===== src/rtl/trace_pkg.sv =====
// +----------------------------------------------------------------------------+
// | trace_pkg: shared types and record layout for the CPU trace buffer.         |
// | Revision: 1.0                                                               |
// +----------------------------------------------------------------------------+
`default_nettype none

package trace_pkg;

  typedef enum logic [1:0] {
    ST_IDLE    = 2'd0,
    ST_ARMED   = 2'd1,
    ST_CAPTURE = 2'd2,
    ST_DONE    = 2'd3
  } state_e;

  localparam int REC_W   = 35;
  localparam int RES_LSB = 0;
  localparam int ACC_LSB = 8;
  localparam int IR_LSB  = 16;
  localparam int PC_LSB  = 24;
  localparam int OP_LSB  = 32;

  function automatic logic [REC_W-1:0] pack_rec(
    input logic [2:0] op,
    input logic [7:0] pc,
    input logic [7:0] ir,
    input logic [7:0] acc,
    input logic [7:0] res
  );
    return {op, pc, ir, acc, res};
  endfunction

endpackage

`default_nettype wire


===== src/rtl/trace_fifo.sv =====
// +----------------------------------------------------------------------------+
// | trace_fifo: DEPTH x REC_W record store with wrapping pointers and count.   |
// | Revision: 1.0                                                               |
// +----------------------------------------------------------------------------+
`default_nettype none

module trace_fifo
  import trace_pkg::*;
#(
  parameter int DEPTH = 16
) (
  input  logic                     clk,
  input  logic                     reset,
  input  logic                     clear_i,
  input  logic                     push_i,
  input  logic [REC_W-1:0]         wdata_i,
  input  logic                     pop_i,
  output logic [REC_W-1:0]         rdata_o,
  output logic [$clog2(DEPTH):0]   count_o
);

  localparam int AW = $clog2(DEPTH);

  logic [REC_W-1:0] mem_q [DEPTH];
  logic [AW-1:0]    wr_ptr_q;
  logic [AW-1:0]    rd_ptr_q;
  logic [AW:0]      count_q;

  always_ff @(posedge clk or posedge reset) begin
    if (reset) begin
      wr_ptr_q <= '0;
      rd_ptr_q <= '0;
      count_q  <= '0;
    end else if (clear_i) begin
      wr_ptr_q <= '0;
      rd_ptr_q <= '0;
      count_q  <= '0;
    end else begin
      if (push_i) wr_ptr_q <= wr_ptr_q + 1'b1;
      if (pop_i)  rd_ptr_q <= rd_ptr_q + 1'b1;
      case ({push_i, pop_i})
        2'b10:   count_q <= count_q + 1'b1;
        2'b01:   count_q <= count_q - 1'b1;
        default: count_q <= count_q;
      endcase
    end
  end

  // Storage carries no reset; stale entries are never visible past the count.
  always_ff @(posedge clk) begin
    if (push_i && !clear_i) mem_q[wr_ptr_q] <= wdata_i;
  end

  assign rdata_o = mem_q[rd_ptr_q];
  assign count_o = count_q;

endmodule

`default_nettype wire


===== src/rtl/cpu_trace_buffer.sv =====
// +----------------------------------------------------------------------------+
// | cpu_trace_buffer: PC-triggered execution trace capture with drain port.    |
// | Revision: 1.0                                                               |
// +----------------------------------------------------------------------------+
`default_nettype none

module cpu_trace_buffer
  import trace_pkg::*;
#(
  parameter int DEPTH = 16
) (
  input  logic                     clk,
  input  logic                     reset,
  input  logic [7:0]               pc_in,
  input  logic [7:0]               ir_in,
  input  logic [7:0]               acc_in,
  input  logic [2:0]               alu_operation_in,
  input  logic [7:0]               alu_result_in,
  input  logic                     arm,
  input  logic                     stop,
  input  logic [7:0]               trig_pc,
  input  logic                     rd_ready,
  output logic                     rd_valid,
  output logic [REC_W-1:0]         rd_data,
  output logic [$clog2(DEPTH):0]   count,
  output logic [1:0]               state_out
);

  localparam int             CW        = $clog2(DEPTH) + 1;
  localparam logic [CW-1:0]  LAST_SLOT = CW'(DEPTH - 1);
  localparam logic [CW-1:0]  ONE       = CW'(1);

  state_e           state_q, state_d;
  logic [7:0]       last_pc_q, last_pc_d;
  logic             push, pop, clear;
  logic [REC_W-1:0] wr_rec, head_rec;
  logic [CW-1:0]    fifo_count;

  assign wr_rec = pack_rec(alu_operation_in, pc_in, ir_in, acc_in, alu_result_in);

  trace_fifo #(.DEPTH(DEPTH)) u_fifo (
    .clk     (clk),
    .reset   (reset),
    .clear_i (clear),
    .push_i  (push),
    .wdata_i (wr_rec),
    .pop_i   (pop),
    .rdata_o (head_rec),
    .count_o (fifo_count)
  );

  always_ff @(posedge clk or posedge reset) begin
    if (reset) begin
      state_q   <= ST_IDLE;
      last_pc_q <= '0;
    end else begin
      state_q   <= state_d;
      last_pc_q <= last_pc_d;
    end
  end

  always_comb begin
    state_d   = state_q;
    last_pc_d = last_pc_q;
    push      = 1'b0;
    clear     = 1'b0;
    case (state_q)
      ST_IDLE: begin
        if (arm) begin
          clear   = 1'b1;
          state_d = ST_ARMED;
        end
      end
      ST_ARMED: begin
        // An abort takes precedence over a trigger hit in the same cycle.
        if (stop) begin
          clear   = 1'b1;
          state_d = ST_IDLE;
        end else if (pc_in == trig_pc) begin
          push      = 1'b1;
          last_pc_d = pc_in;
          state_d   = ST_CAPTURE;
        end
      end
      ST_CAPTURE: begin
        if (pc_in != last_pc_q) begin
          push      = 1'b1;
          last_pc_d = pc_in;
          if (fifo_count == LAST_SLOT) state_d = ST_DONE;
        end
        if (stop) state_d = ST_DONE;
      end
      ST_DONE: begin
        if (fifo_count == '0 || (pop && fifo_count == ONE)) state_d = ST_IDLE;
      end
      default: state_d = ST_IDLE;
    endcase
  end

  assign rd_valid  = (state_q == ST_DONE) && (fifo_count != '0);
  assign pop       = rd_valid && rd_ready;
  assign rd_data   = rd_valid ? head_rec : '0;
  assign count     = fifo_count;
  assign state_out = state_q;

endmodule

`default_nettype wire


===== config.mk =====
export PLATFORM = sky130hd
export DESIGN_NAME = cpu_trace_buffer
export DESIGN_NICKNAME = d
export VERILOG_FILES = /design/src/rtl/trace_pkg.sv /design/src/rtl/trace_fifo.sv /design/src/rtl/cpu_trace_buffer.sv
export SDC_FILE = /design/constraint.sdc
export NUM_CORES = 1
export LEC_CHECK = 0
export CAP_MARGIN = 20
export CORE_MARGIN = 5
export CORE_UTILIZATION = 55
export DETAILED_ROUTE_END_ITERATION = 10
export DONT_BUFFER_PORTS = 1
export PLACE_DENSITY = 0.77
export SETUP_SLACK_MARGIN = 0.02
export SKIP_LAST_GASP = 1
export SYNTH_ARGS = -nofsm -noshare
export SYNTH_HDL_FRONTEND = slang
export SYNTH_SLANG_ARGS = --single-unit

===== constraint.sdc =====
create_clock -name clk -period 2.75 [get_ports clk]
set_clock_uncertainty 0.1 [all_clocks]
set_input_delay 0.275 -clock clk [delete_from_list [all_inputs] [get_ports clk]]
set_output_delay 0.275 -clock clk [all_outputs]
set_load 0.02 [all_outputs]

==> impl_metrics.toml <==
[synthesis]
synth_edf_count = 560
postSynthRegisterBits = 583
synthTopCellsByArea = "edfxtp_1 (73%), mux4_2 (17%), dfrtp_1 (2.5%), and2_1 (0.98%), ha_1 (0.82%)"
synth_fa_ha_area_share_pct = 0.8679
synth_compound_area_share_pct = 0.5677
yosysMostFrequentCell = "edfxtp_1"
ys_warn_count = 0
syn_nets = 1053
synthSimpleGateAreaFrac_pct = 2.636
yosysUniqueCellTypes = 40
synth_top_area_share_pct = 73.36
async_flop_share_pct = 3.945
netlist_top_cells_count = "edfxtp_1 (560), mux4_2 (175), and2_1 (36), clkbuf_1 (23), dfrtp_1 (23)"
synthXorXnorAreaFrac_pct = 0.9170
postSynthCellCount = 990
synth_area_per_cell_um2 = 23.15
synthFlopType = "edfxtp_1"
yosysSeqAreaShare_pct = 75.87
synthMuxAreaShare_pct = 17.77
yosys.area.top_type = "edfxtp_1"
synth_top_family_by_area = "multiplexers"
syn-cell-area_um2 = 22920

[global_routing]
grt_overflow = 0
grt_pass1_vias = 11400
grt_pass1_wl_mm = 76.71
antenna_found_initial = 1
grt_max_degree = 46
track_usage_pct = 22.53

[worst_setup_path]
critPathSlowestCell = "mux4_2"
endpoint_kind = "output port"
critPathRequiredTime_ps = 2380
crit_type = "reg2out"
crit_path_start_kind = "flip-flop"
crit_path_cell_trace = "buf_12 -> buf_12 -> mux4_2 -> mux4_2 -> and2_1"
arrival_ps = 2760
slowest_delay_ps = 530
crit_fanout = 12

[clocking]
root_buffer = "clkbuf_16"
cts_inserted_buffers = 56
clockBufferDepth = 3
clock-sinks = 583
htreeDepth = 2
clkSlewWorstSetupHoldPaths_ps = 60
cts_tree = "done"
worstSkewPairLatency_ps = 590

[power]
switching_power_mw = 4.623
powerDensity_nw_per_um2 = 745.1
power_frac_seq_pct = 50.2
peakVddDrop_v = 0.0005534
p_sw_share_pct = 23.15
p_int_mw = 15.35
clkPwrFrac_pct = 35.4
leakage_nw = 8.404
power_frac_comb_pct = 14.4
p_total_mw = 19.98

[cells_and_area]
drive_gt1_share_pct = 32.47
layout.nets = 1188
layout.cells.non_filler = 1694
regArea_um2 = 17400
area_growth_pct = 16.96
num-fill-cells = 2482
design_area_um2 = 26810
multi_input_area_um2 = 5324

[detailed_routing]
drc = 0
wl_per_cell_um = 30.33
first_pass_iters = 5
wl_mm = 51.37
ant_nets = 0
via_per_inst = 6.403
drt-initial-drc-count = 1111
vias = 10850

[sta]
final.setup.tns_ps = -10410
setup_viol = 35
finalCritPeriodShare_pct = 114.0
min_period_ps = 3135
rsz0062_at_grt = "yes"
max_slew_margin_pct = 37.40
hold_violations = 0
clock.fmax_mhz = 319.0
worst_pin_slew_ps = 937.9
fin_ws_ps = -384.6
final_max_slew_viol_count = 0

[placement]
dpl.hpwl_mm = 27.57
port_buffers = 0
gp_congestion = 0.7903
dpl_cell_area_um2 = 24450
dp.cells = 1541
pre_cts_ws_ps = 95.21

[floorplan]
die_height_um = 214.1
num_io_pins = 91
rows = 74
core-area_um2 = 41020
die_w_um = 214.1
die-area_um2 = 45860
initial_core_util_pct = 55.88

[status]
violations = "setup timing"
outcome = "finished, violations left"

[run]
cap_viol_max_count = 0

[worst_hold_path]
hold_class = "in2reg"
-- worst max-delay path, delay by kind of cell, from the launching register on --
| family | cells | cell delay (ps) |
|---|---|---|
| buffers and inverters | 2 | 370 |
| flip-flops | 1 | 460 |
| multiplexers | 2 | 1060 |
| AND/OR/NAND/NOR | 1 | 250 |
-- path summary, 6_finish.rpt --
| kind | startpoint | endpoint | slack (ps) | depth (start not counted) |
|---|---|---|---|---|
| worst min-delay path | rd_ready | u_fifo.rd_ptr_q[1]$_DFFE_PP0P_ | 40 | 3 |
| worst min register to register | last_pc_q[7]$_DFFE_PP0P_ | last_pc_q[7]$_DFFE_PP0P_ | 410 | 1 |
| worst max register to register | flip-flop | u_fifo.mem_q[14][4]$_DFFE_PP_ | 150 | 9 |
| worst max-delay path | u_fifo.rd_ptr_q[0]$_DFFE_PP0P_ | rd_data[23] | -380 | 5 |
| max in group asynchronous | reset | u_fifo.rd_ptr_q[0]$_DFFE_PP0P_ | 1620 | 2 |
| min in group asynchronous | reset | u_fifo.count_o[1]$_DFFE_PP0P_ | 250 | 2 |
-- cell families (layout without fill, tap and decap cells) --
kind of cell	Yosys count	count (layout)
AND/OR/NAND/NOR	103	103
adder cells (fa/ha/maj)	16	16
other	0	1
AO/OA/AOI/OAI	18	18
flip-flops	583	583
buffers and inverters	59	230
multiplexers	187	187
XOR/XNOR	24	24
-- metrics by stage --
stage	utilization, %	hold WS [ps]
5_1_grt	65.36	46.32
3_3_place_gp	59.60	274.5
3_5_place_dp	59.60	274.6
6_report	65.36	35.83
2_1_floorplan	-	176.9
4_1_cts	65.13	10.61
-- sequential cells by signal, summed over array words and instances (netlist names), named ones only --
name / flops
state_out: 1
u_fifo.rd_ptr_q: 4
u_fifo.mem_q: 560
u_fifo.count_o: 5
last_pc_q: 8
u_fifo.wr_ptr_q: 4
-- timing repair --
| item | CTS | global route |
|---|---|---|
| resized for setup | 33 | 21 |
| cloned | 2 | 1 |
| endpoints found under the hold margin | 594 | 1 |
| buffers inserted | 9 | 10 |
| setup endpoints to repair | 35 | 475 |
| hold buffers | 39 | 1 |
-- power groups by stage --
stage	Sequential (mW)	Combinational, mW	Clock (mW)
floorplan	10.2	1.83	0
CTS	10.0	2.86	7.16
global placement	10.2	2.42	0
detailed placement	10.2	2.46	0
global route	10.0	3.11	7.58
finish	10.0	2.87	7.07
-- cell type report --
class,count,area share (%)
sequential,583,64.91
inverter,9,0.1260
clock buffer,70,5.502
timing repair buffer,127,6.510
multi-input combinational,348,19.86
tap,532,2.483
clock inverter,24,0.6020
antenna,1,0.009334
-- metal layers --
| layer | global-route usage (%) | wire [µm] | vias up |
|---|---|---|---|
| met1 | 31.40 | 19900 | 5775 |
| met5 | 0 | 0 | - |
| met2 | 37.03 | 25970 | 562 |
| li1 | - | - | 4431 |
| met4 | 6.356 | 1135 | 0 |
| met3 | 4.716 | 4373 | 78 |
-- placed cells by master, fill, tap and decap left out, types with 3 or more instances in the layout --
cell type	Yosys	final
dfrtp_1	23	19
buf_4	0	30
buf_6	10	7
a21oi_1	4	4
clkinv_2	0	4
buf_12	0	45
inv_1	9	8
mux2_1	10	10
clkinv_1	0	15
ha_1	15	15
and2_4	0	14
xnor2_1	13	13
nand4_1	4	4
clkbuf_1	23	13
and3_4	0	10
mux4_2	175	175
nand3_1	5	5
buf_16	0	4
clkbuf_16	0	58
o21ai_0	3	3
xor2_1	11	11
dlygate4sd3_1	0	39
nor2_1	17	17
nor3_1	4	4
and4_2	0	5
and2_2	0	5
edfxtp_1	560	560
nor2b_1	4	3
and2_1	36	17
nand2_1	7	7
Power figures use the tool's default switching activity.
